### src/rtl/led_pattern_gen_if.sv
// LED pattern generator control/status bundle: run controls in, LED bus and progress pulses out.
interface led_pattern_gen_if #(
    parameter int NB_LEDS = 4,
    parameter int NB_DIV  = 8
);
    logic               i_enable;
    logic [1:0]         i_mode;
    logic [NB_DIV-1:0]  i_div;
    logic [NB_LEDS-1:0] o_flash;
    logic               o_step;
    logic               o_wrap;

    modport master (
        output i_enable, i_mode, i_div,
        input  o_flash, o_step, o_wrap
    );

    modport slave (
        input  i_enable, i_mode, i_div,
        output o_flash, o_step, o_wrap
    );
endinterface

### src/rtl/led_pattern_gen.sv
// LED pattern generator: four patterns (rotate L/R, ping-pong, flash) stepped by a
// prescaler that fires every i_div+1 enabled clocks; all outputs registered.
module led_pattern_gen #(
    parameter int NB_LEDS = 4,
    parameter int NB_DIV  = 8
) (
    input  logic              clock,
    input  logic              i_reset,
    led_pattern_gen_if.slave  bus
);

    typedef enum logic [1:0] {
        MODE_ROT_L = 2'b00,
        MODE_ROT_R = 2'b01,
        MODE_PING  = 2'b10,
        MODE_FLASH = 2'b11
    } mode_e;

    typedef enum logic {
        DIR_LEFT  = 1'b0,
        DIR_RIGHT = 1'b1
    } dir_e;

    logic [NB_LEDS-1:0] flash_q, flash_d, advance;
    logic [NB_DIV-1:0]  cnt_q, cnt_d;
    mode_e              mode_q, mode_d, mode_in;
    dir_e               dir_q, dir_d, dir_adv;
    logic               step_q, step_d, wrap_q, wrap_d;

    function automatic logic [NB_LEDS-1:0] start_of(mode_e m);
        logic [NB_LEDS-1:0] s;
        s = '0;
        case (m)
            MODE_ROT_R: s[NB_LEDS-1] = 1'b1;
            MODE_FLASH: s = '0;
            default:    s[0] = 1'b1;
        endcase
        return s;
    endfunction

    assign mode_in = mode_e'(bus.i_mode);

    // Next pattern and ping-pong direction if a step were taken this clock.
    always_comb begin
        advance = flash_q;
        dir_adv = dir_q;
        case (mode_q)
            MODE_ROT_L: advance = {flash_q[NB_LEDS-2:0], flash_q[NB_LEDS-1]};
            MODE_ROT_R: advance = {flash_q[0], flash_q[NB_LEDS-1:1]};
            MODE_PING: begin
                if (dir_q == DIR_LEFT) begin
                    advance = flash_q << 1;
                    if (advance[NB_LEDS-1]) dir_adv = DIR_RIGHT;
                end else begin
                    advance = flash_q >> 1;
                    if (advance[0]) dir_adv = DIR_LEFT;
                end
            end
            default:    advance = ~flash_q;
        endcase
    end

    // NOTE: every always_comb output gets a default first so no path can infer a latch.
    always_comb begin
        flash_d = flash_q;
        cnt_d   = cnt_q;
        mode_d  = mode_q;
        dir_d   = dir_q;
        step_d  = 1'b0;
        wrap_d  = 1'b0;
        if (mode_in != mode_q) begin
            mode_d  = mode_in;
            flash_d = start_of(mode_in);
            cnt_d   = '0;
            dir_d   = DIR_LEFT;
        end else if (bus.i_enable) begin
            // >= rather than == so shrinking i_div below cnt forces an immediate step.
            if (cnt_q >= bus.i_div) begin
                cnt_d   = '0;
                flash_d = advance;
                dir_d   = dir_adv;
                step_d  = 1'b1;
                wrap_d  = (advance == start_of(mode_q));
            end else begin
                cnt_d = cnt_q + NB_DIV'(1);
            end
        end
    end

    // NOTE: sequential state uses non-blocking assignments so all registers update together.
    always_ff @(posedge clock or negedge i_reset) begin
        if (!i_reset) begin
            flash_q <= NB_LEDS'(1);
            cnt_q   <= '0;
            mode_q  <= MODE_ROT_L;
            dir_q   <= DIR_LEFT;
            step_q  <= 1'b0;
            wrap_q  <= 1'b0;
        end else begin
            flash_q <= flash_d;
            cnt_q   <= cnt_d;
            mode_q  <= mode_d;
            dir_q   <= dir_d;
            step_q  <= step_d;
            wrap_q  <= wrap_d;
        end
    end

    assign bus.o_flash = flash_q;
    assign bus.o_step  = step_q;
    assign bus.o_wrap  = wrap_q;

endmodule

### src/flat_wrapper.sv
// flat-port wrapper written by rule: the top's interface ports become plain ports
module led_pattern_gen_flat 
#(
    parameter int NB_LEDS = 4,
    parameter int NB_DIV  = 8
)
  (clock, i_reset, bus_i_enable, bus_i_mode, bus_i_div, bus_o_flash, bus_o_step, bus_o_wrap);
  led_pattern_gen_if #(.NB_LEDS(NB_LEDS), .NB_DIV(NB_DIV)) bus_i ();
  input  logic clock;
  input  logic i_reset;
  input wire logic [$bits(bus_i.i_enable)-1:0] bus_i_enable;
  input wire logic [$bits(bus_i.i_mode)-1:0] bus_i_mode;
  input wire logic [$bits(bus_i.i_div)-1:0] bus_i_div;
  output wire logic [$bits(bus_i.o_flash)-1:0] bus_o_flash;
  output wire logic [$bits(bus_i.o_step)-1:0] bus_o_step;
  output wire logic [$bits(bus_i.o_wrap)-1:0] bus_o_wrap;
  assign bus_i.i_enable = bus_i_enable;
  assign bus_i.i_mode = bus_i_mode;
  assign bus_i.i_div = bus_i_div;
  assign bus_o_flash = bus_i.o_flash;
  assign bus_o_step = bus_i.o_step;
  assign bus_o_wrap = bus_i.o_wrap;
  led_pattern_gen #(.NB_LEDS(NB_LEDS), .NB_DIV(NB_DIV)) u_core (.clock(clock), .i_reset(i_reset), .bus(bus_i));
endmodule
### config.mk
export PLATFORM = sky130hd
export DESIGN_NAME = led_pattern_gen_flat
export DESIGN_NICKNAME = d
export VERILOG_FILES = /design/src/rtl/led_pattern_gen_if.sv /design/src/rtl/led_pattern_gen.sv /design/src/flat_wrapper.sv
export SDC_FILE = /design/constraint.sdc
export NUM_CORES = 1
export LEC_CHECK = 0
export ABC_AREA = 1
export BUFFER_PORTS_ARGS = -buffer_cell sky130_fd_sc_hd__buf_2
export CORE_ASPECT_RATIO = 1.2
export CORE_MARGIN = 1
export CORE_UTILIZATION = 50
export DETAILED_ROUTE_END_ITERATION = 12
export PLACE_DENSITY = 0.79
export REMOVE_ABC_BUFFERS = 1
export SYNTH_ARGS = -nofsm -noshare
export SYNTH_HDL_FRONTEND = slang
export SYNTH_SLANG_ARGS = --single-unit
### constraint.sdc
create_clock -name clock -period 1.7 [get_ports clock]
set_clock_uncertainty 0.1 [all_clocks]
set_input_delay 0.085 -clock clock [delete_from_list [all_inputs] [get_ports clock]]
set_output_delay 0.085 -clock clock [all_outputs]
set_load 0.05 [all_outputs]
== After elaboration in Yosys (flattened, before gate mapping) ==
Cells that the tools add are included.

* $add $sub $neg: 1
* Shifts and indexed selects: 0
* Reductions and logical operators: 8
* Multiplexer cells: 34
* Multipliers: 0
* Div/mod/pow operators: 0
* Bitwise logic cells: 1
* $lt $le $gt $ge: 1
* Equality and inequality tests: 7

{| class="wikitable"
|+ Operator list
! cell !! count
|-
| 2-to-1 mux 8 bit || 3
|-
| 2-to-1 mux 1 bit || 23
|-
| 2-to-1 mux 4 bit || 4
|-
| case mux 4 bit (3 select lines) || 1
|-
| adder 8 x 1 -> 8 bit, second input constant || 1
|-
| greater-or-equal comparator 8 bit || 1
|-
| == test 2 bit, second input constant || 3
|-
| 2-to-1 mux 2 bit || 3
|-
| nonzero test 2 bit || 3
|-
| == test 2 x 1 -> 1 bit, second input constant || 2
|-
| == test 4 bit || 1
|-
| inverter 4 bit || 1
|-
| OR reduction 2 bit || 2
|-
| AND reduction 3 bit || 1
|-
| zero test 2 bit || 1
|-
| inequality test 2 bit || 1
|-
| AND reduction 2 bit || 1
|}

* Latch bits: 0
* Bits in registers: 17
* Word-level logic and storage cells: 58
* Memories kept: 0
* Bits in writable memories: 0
* Memory bits (read-only): 0

== Depth between registers and ports, before layout ==
* Depth in word-level cells: 10
* Mapped depth: 13
* Gate-level depth less buffers: 13

== Worst setup path before layout ==
No wires, ideal clock.

* Path type: flip-flop to flip-flop
* Start point: register u_core.cnt_q[5]
* End point: register u_core.flash_q[1], in the netlist u_core.bus.o_flash[1]
* Slack: 0.106 ns
* Buffers on the path: 0
* Clock period less this slack: 1.594 ns
* Stages on the path, launching flop included: 10
* Arrival: 1.376 ns
* Setup time: 0.118 ns
* Cells stage by stage: dfrtp_1 ha_1 a21oi_1 nor2_1 nor2_1 nand2_1 nand3_1 inv_1 nand2_1 nand2_1

* Longest elaborated chain between the ends: 3

{| class="wikitable"
|+ Ends and longest elaborated chain
! item !! RTL line !! source
|-
| start, declared || led_pattern_gen.sv:25 || <nowiki>logic [NB_DIV-1:0] cnt_q, cnt_d;</nowiki>
|-
| start signal, assigned || led_pattern_gen.sv:101 || <nowiki>cnt_q <= cnt_d;</nowiki>
|-
| greater-or-equal comparator 8 bit || led_pattern_gen.sv:78 || <nowiki>if (cnt_q >= bus.i_div) begin</nowiki>
|-
| nonzero test 2 bit (no line) || - ||
|-
| AND reduction 2 bit (no line) || - ||
|-
| end signal, assigned || led_pattern_gen.sv:100 || <nowiki>flash_q <= flash_d;</nowiki>
|-
| end, declared || led_pattern_gen.sv:24 || <nowiki>logic [NB_LEDS-1:0] flash_q, flash_d, advance;</nowiki>
|}

Every way passes these cells.
A chain may end at the register's enable or synchronous reset.

== Worst setup path in the final report ==
* Start point: register u_core.cnt_q[7]
* End point: register u_core.flash_q[3], in the netlist u_core.bus.o_flash[3]

Same word-level chain as after synthesis.

==> run summary <==
Outcome: completed
Initial Utilization: 53.72%
Die span in x: 47.44 um
Library cells used by synthesis: 27
Leak pwr: 0.8738 nW
Pwr Total: 0.9064 mW
P_sw: 0.3118 mW
Period Utilization, post-route: 98.48%
GR peak layer: met2
HP Class: input pin to asynchronous set/reset pin
Initial antenna violation count: 0
VDD IR max: 0.5830 mV
H-tree levels: 1
Post-synthesis average cell area: 6.998 um2
Sequential fraction of the synthesis area: 34.44%
Yosys reg bits: 17
Final WL: 2.729 mm
Clk_lat worst skew: 0.29 ns
Port Buffers: 18
Die Area: 2681 um2
Routability Congestion: 0.8598
Power Density: 595.8 nW/um2
Fin area: 1521 um2
Reg2Reg Depth: 8
Final setup margin: 0.02578 ns
Gate count of the mapped netlist: 177
Max_cap viols: 0
Crit. End Element: register
Worst r2r src: u_core.cnt_q[7]
Ports: 19
Grt total ovfl: 0
Layout cells sized above 1: 22.22%
GRT Resource Usage Total: 23.47%
Via Count: 1191
Setup Viol. Count Final: 0
Rel. slew slack: 73.16%
Fin. Hold Viols: 0
Startpoint type of the worst setup path: register
Max-slew violation count: 0
Slew of the pin with the lowest slew margin: 0.4025 ns
TritonCTS Buffers: 3
Core area: 2306 um2
Reg2reg setup slack: 0.03 ns
# placed instances: 229
Worst Path Max Fanout: 6
Largest net degree at the start of global routing: 18
Met1 usage: 27.59%
Most common cell after layout, fill and taps aside: nand2_1
Detailed Place HPWL: 2.120 mm
Vias in the first global route: 1182
Clock group share of total power: 24.3%
Max clock buf depth: 2
First-pass GRT wire length: 4.567 mm
Worst reg2reg endpoint: u_core.bus.o_flash[3]
Logic gate share of total power: 26.5%
P&R area growth vs syn: 22.83%
Drt first pass iters: 4
Maximum clock frequency: 597.3 MHz
Switching part of the total: 34.40%
Mapped cell area: 1239 um2
Met2 Resource Use GR: 38.94%
Vias per cell: 5.004
Hold slack: 0.1373 ns
Min Clock Period, post-route: 1.674 ns
Int Power: 0.5946 mW
Kind of critical path: register to register
First DRT Iteration DRCs: 62
Ys Warns: 0
RSZ-0062 raised after global routing: true
Critical path data required time: 1.80 ns
CTS Sinks: 17
Cell Rows: 19
Wire length per cell: 11.47 um
Cell Count, Final, Fillers Out: 238
Post-Place Cell Area: 1394 um2
Nets: 230
Met3 Usage GRT: 3.537%
Diode count: 0
Clock root buffer master: clkbuf_4
Clock tree from TritonCTS: yes
Chip height: 56.53 um
Drt drc: 0
Clock slew seen by the registers of the worst setup and hold paths: 0.10 ns
WP data arrival: 1.77 ns
Most frequent cells in the layout: nand2_1, inv_1, nor2_1, buf_2, dfrtp_1
Flop pwr share: 49.2%
Post-Place Setup Slack: -0.02662 ns
Antenna viol nets, final: 0
## logic make-up after synthesis
kind of cell | Yosys count | synth area share [%]
DFF | 17 | 34.44
and+or+nand+nor | 101 | 35.15
AOI/OAI and AO/OA | 12 | 5.455
adders and majority gates | 9 | 9.091
xor gates and xnor gates | 7 | 5.556
buffers and inverters | 31 | 10.30
## flip-flops by register name, indices dropped and copies added, names as in the netlist
register and count:
u_core.cnt_q 8, u_core.mode_q 2, u_core.bus.o_flash 4, u_core.dir_q 1, u_core.bus.o_step 1, u_core.bus.o_wrap 1
## what timing repair did
item	4_1_cts	5_1_grt
endpoints found under the setup margin	4	15
hold buffers	4	0
cloned	0	0
pin swaps	0	4
setup buffers	0	1
resized for setup	1	8
endpoints found under the hold margin	22	0
## synthesized netlist by cell type
library cell,n,share of area [%]
a21o_1,1,0.61
a21oi_1,3,1.2
a31oi_1,1,0.51
buf_4,1,0.61
buf_6,1,0.91
clkbuf_1,2,0.61
dfrtp_1,16,32
dfstp_2,1,2.1
ha_1,9,9.1
inv_1,24,7.3
inv_2,3,0.91
nand2_1,60,18
nand2_4,1,0.91
nand3_1,12,4.8
nand3_4,1,1.4
nand3b_1,1,0.61
nand3b_2,1,0.91
nand4_1,3,1.5
nor2_1,21,6.4
nor3_1,1,0.40
o211ai_1,1,0.61
o21ai_0,4,1.6
o21ai_1,1,0.40
o22ai_1,1,0.51
xnor2_1,2,1.4
xnor2_2,1,1.3
xor2_1,4,2.8
## worst max-delay path by stage
stage / startpoint / endpoint / slack (ns) / depth (start not counted)
2_1_floorplan: u_core.cnt_q[5] / u_core.bus.o_flash[3] / 0.11 / 9
3_3_place_gp: u_core.cnt_q[7] / u_core.bus.o_flash[1] / 0.06 / 8
3_5_place_dp: u_core.cnt_q[7] / u_core.bus.o_flash[3] / -0.03 / 8
4_1_cts: u_core.cnt_q[7] / u_core.bus.o_flash[3] / 0.009 / 8
5_1_grt: u_core.cnt_q[0] / u_core.bus.o_flash[2] / -0.12 / 12
6_report: u_core.cnt_q[7] / u_core.bus.o_flash[3] / 0.03 / 8
## critical path, stage by stage (launching register included)
cell,delay [ns]
dfrtp_1,0.41
ha_1,0.30
a21o_1,0.20
nor2_2,0.17
nand3_4,0.13
nand2_4,0.12
inv_4,0.06
nand2_2,0.05
nand2_1,0.04
## layer usage
metal / up-vias / share of wire (%)
met3: 8 / 3.7
met4: 0 / 1.4
met5: - / 0
li1: 617 / -
met2: 34 / 54
met1: 532 / 41
## metrics by stage
stage	setup TNS, ns	utilization (%)
after floorplan	0	-
after global placement	0	60.44
after detailed placement	-0.07532	60.44
after global routing	-0.9516	65.98
final	0	65.98
after CTS	0	63.48
## power groups by stage
stage	clock [mW]	sequential [mW]	combinational [mW]
after global placement	0	0.452	0.210
after global routing	0.242	0.449	0.270
after detailed placement	0	0.452	0.219
final	0.220	0.446	0.240
after CTS	0.223	0.445	0.227
after floorplan	0	0.484	0.119
## area by class of cell
| class | count | area [um2] |
|---|---|---|
| Tap cell | 31 | 38.79 |
| Timing Repair Buffer | 30 | 190.2 |
| Inverter | 27 | 103.9 |
| Sequential cell | 17 | 426.7 |
| Clock buffer | 3 | 22.52 |
| Clock inverter | 1 | 5.005 |
| Multi-Input combinational cell | 129 | 734.5 |
| Fill cell | 205 | 784.5 |
Power figures use the tool's default switching activity.
